==> config.mk <==
export PLATFORM = sky130hd
export DESIGN_NAME = taylor_trig_engine
export DESIGN_NICKNAME = d
export VERILOG_FILES = /design/src/rtl/taylor_trig_engine.sv
export SDC_FILE = /design/constraint.sdc
export NUM_CORES = 1
export LEC_CHECK = 0
export ABC_AREA = 1
export CAP_MARGIN = 20
export CORE_MARGIN = 5
export CORE_UTILIZATION = 55
export DETAILED_ROUTE_END_ITERATION = 10
export PLACE_DENSITY = 0.73
export SYNTH_ARGS = -nofsm -noshare
export SYNTH_HDL_FRONTEND = slang
export SYNTH_SLANG_ARGS = --single-unit
export TNS_END_PERCENT = 10
==> constraint.sdc <==
create_clock -name clk -period 9.3 [get_ports clk]
set_clock_uncertainty 0.1 [all_clocks]
set_input_delay 1.86 -clock clk [delete_from_list [all_inputs] [get_ports clk]]
set_output_delay 1.86 -clock clk [all_outputs]
set_load 0.005 [all_outputs]
==> src/rtl/taylor_trig_engine.sv <==
// taylor_trig_engine: sequenced fixed-point Taylor series for cos(x) / sin(x) with early termination
module taylor_trig_engine #(
  parameter int W = 16,
  parameter int FRAC = 8,
  parameter int N_TERMS = 8,
  parameter int CW = $clog2(N_TERMS + 1)
) (
  input  logic          clk,
  input  logic          rst,
  input  logic          start,
  input  logic          mode,
  input  logic [W-1:0]  x_in,
  input  logic [W-1:0]  eps_in,
  output logic          busy,
  output logic          done,
  output logic [W-1:0]  result,
  output logic [CW-1:0] terms_used,
  output logic          sat
);
  typedef enum logic [2:0] {IDLE, SQR, MUL1, MUL2, ACC, DONE} state_t;
  localparam logic [W-1:0] ONE = W'(1) << FRAC;
  state_t state, state_n;
  logic [W-1:0] x, x2, eps, term, res, coef, a, b, p, acc;
  logic [2*W-1:0] full, sh;
  logic [CW-1:0] k;
  logic m, ovf, stop;
  logic [W-1:0] rom_cos [2**CW];
  logic [W-1:0] rom_sin [2**CW];
  function automatic logic [W-1:0] coef_of(input int n, input int s);
    int d;
    int v;
    d = s != 0 ? (2*n) * (2*n + 1) : (2*n - 1) * (2*n);
    v = d <= 0 ? 1 : (1 << FRAC) / d;
    v = v == 0 ? 1 : v;
    return W'(v);
  endfunction
  for (genvar i = 0; i < 2**CW; i++) begin : g_rom
    localparam logic [W-1:0] CC = coef_of(i, 0);
    localparam logic [W-1:0] CS = coef_of(i, 1);
    assign rom_cos[i] = CC;
    assign rom_sin[i] = CS;
  end
  // One shared multiplier; operands chosen by the current step
  always_comb begin
    coef = m ? rom_sin[k] : rom_cos[k];
    a = state == SQR ? x : term;
    b = state == SQR ? x : state == MUL1 ? x2 : coef;
    full = {{W{1'b0}}, a} * {{W{1'b0}}, b};
    sh = full >> FRAC;
    ovf = |sh[2*W-1:W];
    p = ovf ? '1 : sh[W-1:0];
    acc = k[0] ? res - term : res + term;
    stop = term < eps || term == '0 || k == CW'(N_TERMS);
  end
  always_comb begin
    state_n = state;
    case (state)
      IDLE: state_n = start ? SQR : IDLE;
      SQR:  state_n = MUL1;
      MUL1: state_n = MUL2;
      MUL2: state_n = ACC;
      ACC:  state_n = stop ? DONE : MUL1;
      DONE: state_n = IDLE;
      default: state_n = IDLE;
    endcase
  end
  assign busy = state != IDLE;
  assign done = state == DONE;
  always_ff @(posedge clk or posedge rst)
    if (rst) state <= IDLE;
    else state <= state_n;
  always_ff @(posedge clk or posedge rst) begin
    if (rst) begin
      x <= '0;
      x2 <= '0;
      eps <= '0;
      term <= '0;
      res <= '0;
      k <= '0;
      m <= 1'b0;
      sat <= 1'b0;
      result <= '0;
      terms_used <= '0;
    end else begin
      case (state)
        IDLE: if (start) begin
          x <= x_in;
          m <= mode;
          eps <= eps_in;
          k <= CW'(1);
          sat <= 1'b0;
          term <= mode ? x_in : ONE;
          res <= mode ? x_in : ONE;
        end
        SQR: begin
          x2 <= p;
          sat <= sat | ovf;
        end
        MUL1, MUL2: begin
          term <= p;
          sat <= sat | ovf;
        end
        ACC: begin
          res <= acc;
          if (stop) begin
            result <= acc;
            terms_used <= k;
          end else k <= k + 1'b1;
        end
        default: ;
      endcase
    end
  end
endmodule

==> flow_summary.ini, run 1 <==
[place]
port_buffers = 58
place_area_um2 = 16200
dp_hpwl_mm = 38.2
place.gp.congestion = 0.990

[logic_synthesis]
synth-adder-area-share_pct = 37.2
syn_area_per_cell_um2 = 7.51
async_reset_ff_share_pct = 100
ys_warn_count = 0
muxShareOfSynthArea_pct = 0
synth_top_area_share_pct = 25.8
synth_area_leaders = fa_1, dfrtp_1, nand2_1, ha_1, inv_1
synthXorXnorAreaFrac_pct = 2.67
yosysSeqAreaShare_pct = 18.1
synth_compound_area_share_pct = 7.83
yosys_register_bits = 109
yosys_most_used_dff = dfrtp_1
synthSimpleGateAreaFrac_pct = 22.3
synth_cell_types = 45
synth_cells = 2007
synth_top_family_by_area = adder cells
synth_nets = 2374
synthesis.area_um2 = 15100
synth_edf_count = 0
synth_area_leader_cell = fa_1

[drt]
via_count = 13400
routed_wl_mm = 46.2
drt_iter0_drc = 1313
antenna_left = 0
post_drt_wl_per_cell_um = 19.1
drt_pre_antenna_iters = 5
via_per_inst = 5.53
drc = 0

[critical_path]
critPathMaxStageDelay_ns = 0.58
crit_path_max_fanout = 18
cp_common_cell = nand2_1
path_buf_inv = 6
endpoint_kind = register
slowest_stage = fa_1
critPathKind = register to register
cp_top_family = adder cells
worstPathArrival_ns = 8.78
rr_startpoint = k[0]$_DFFE_PP0P_
startpoint = k[0]$_DFFE_PP0P_
required_ns = 9.44
start_kind = register

[cts]
ctsHoldBuffers = 0
cts_setup_buffers = 0
clk_path_buf_depth = 2
post_cts_resize_count = 0
root_buffer = clkbuf_16
h-tree-depth = 3
numCtsBuffers = 9
clk_pin_slew_ns = 0.07
clkSinkCount = 109
clkLatencyLatePin_ns = 0.35
cts_tree = done

[sta]
period_share_pct = 92.9
layout_min_cycle_time_ns = 8.64
max-slew-margin-rel_pct = 25.7
hold_slack_ns = 0.381
hold_viol = 0
report.final.slew_viol_count = 0
tightest_slew_ns = 1.11
fmaxAchievable_mhz = 116
final.setup.tns_ns = 0
finalSetupViolations = 0
rsz0062_at_grt = no

[floorplan]
die_y_um = 176
die_w_um = 176
rows = 60
start_util_pct = 55.9
dieArea_um2 = 30800
core-area_um2 = 27000
ios = 59

[final_layout]
drive_above_1_share_pct = 4.39
fill_cells = 2462
stdcell_area_um2 = 16500
nets = 2436
multi_input_area_um2 = 10500
diodes = 0
area_growth_pct = 9.38
regArea_um2 = 2730
fin_util_pct = 61.2

[grt]
grt_overflow_total = 0
grt_pass1_vias = 13400
antenna_found_initial = 0
grt_pass1_wl_mm = 74.1
grt_max_degree = 62
grt_usage_pct = 30.8

[flow_run]
cap_violations = 0

[outcome]
status = finished clean

[min_path]
hp-start = result[4]$_DFFE_PP0P_
hold_class = register to register
-- metal layers --
metal / routed length, um / vias up / global-route usage, %
li1: - / 6204 / -
met1: 20000 / 6482 / 44.5
met2: 20100 / 596 / 46.5
met3: 4790 / 81 / 8.48
met4: 1370 / 0 / 7.76
met5: 0 / - / 0
-- sequential cells by signal, summed over array words and instances (netlist names) --
register    count
x              16
result         16
eps            16
terms_used      4
k               4
m               1
sat             1
term           16
state           3
res            16
x2             16
-- tightest hold or removal path, stage by stage (launching register included) --
cell,delay (ns)
dfrtp_1,0.35
nand2_1,0.05
nand2_1,0.05
-- cell usage after synthesis (3+ instances only) --
library cell  instances
clkinv_1              4
a21o_1                6
inv_2                 3
o221ai_1              3
nor3_1               15
clkbuf_1             42
o21a_1                5
dfrtp_1             109
ha_1                137
nand2_2              15
nor4_1                7
nor2_1              214
o211ai_1              3
xnor2_1              15
inv_1               425
buf_1                 3
a21oi_1              60
nand2_1             501
a31oi_1               7
o21ai_0              87
nand4_1               7
a21boi_0              4
fa_1                194
nand3_1              57
xor2_1               31
o22ai_1              12
o21ai_1               9
or2_2                10
-- per-stage QoR --
step	cells	setup WS [ns]
after global routing	2415	0.136
final	2415	0.659
after CTS	2415	0.773
after floorplan	2007	2.21
after global placement	2399	0.824
after detailed placement	2399	0.830
-- cell usage in the layout, fill, tap and decap left out, types with 10 or more instances in the layout --
master	instances
nand2_1	501
inv_1	424
nor2_1	214
fa_1	194
ha_1	137
dfrtp_1	109
o21ai_0	87
a21oi_1	60
clkdlybuf4s50_1	58
nand3_1	57
buf_4	40
xor2_1	31
nand2_2	15
nor3_1	15
xnor2_1	15
o22ai_1	12
or2_2	10
-- final timing paths --
check                                             to  slack, ns  cells past startpoint
setup / recovery                term[14]$_DFFE_PP0P_       0.66                     34
hold / removal                 result[4]$_DFFE_PP0P_       0.38                      2
setup reg to reg                term[14]$_DFFE_PP0P_       0.66                     34
hold reg to reg                result[4]$_DFFE_PP0P_       0.38                      2
max in group asynchronous         eps[9]$_DFFE_PP0P_       6.00                      3
min in group asynchronous  terms_used[2]$_DFFE_PP0P_       1.85                      2
-- area by class of cell --
| cell class | count | area share (%) |
|---|---|---|
| Multi-Input combinational cell | 1419 | 63.9 |
| Sequential cell | 109 | 16.5 |
| Inverter | 432 | 9.85 |
| Timing Repair Buffer | 98 | 5.34 |
| Tap cell | 341 | 2.59 |
| Clock buffer | 12 | 1.56 |
| Clock inverter | 4 | 0.197 |
-- kinds of logic (layout without fill, tap and decap cells) --
group	after synthesis	count (layout)
adder cells (fa/ha/maj)	331	331
AO/OA/AOI/OAI	209	209
buffers and inverters	479	546
flip-flops	109	109
XOR/XNOR	46	46
AND/OR/NAND/NOR	833	833
Power of run 1 is left out: the tool's default activity adds up to more than one toggle a clock period on the data nets, which glitch-free logic cannot reach.
==> inputs of run 2 (changes only) <==
- CTS_CLUSTER_SIZE: default -> 14
==> results of run 2 <==
The final DEF is identical to that of run 1; final timing and power are the same.
Power of run 2 is left out for the same reason.
==> inputs of run 3 (changes only) <==
- CAP_MARGIN: 20 -> default
==> results of run 3 <==
The final DEF is identical to that of run 1; final timing and power are the same.
Power of run 3 is left out for the same reason.
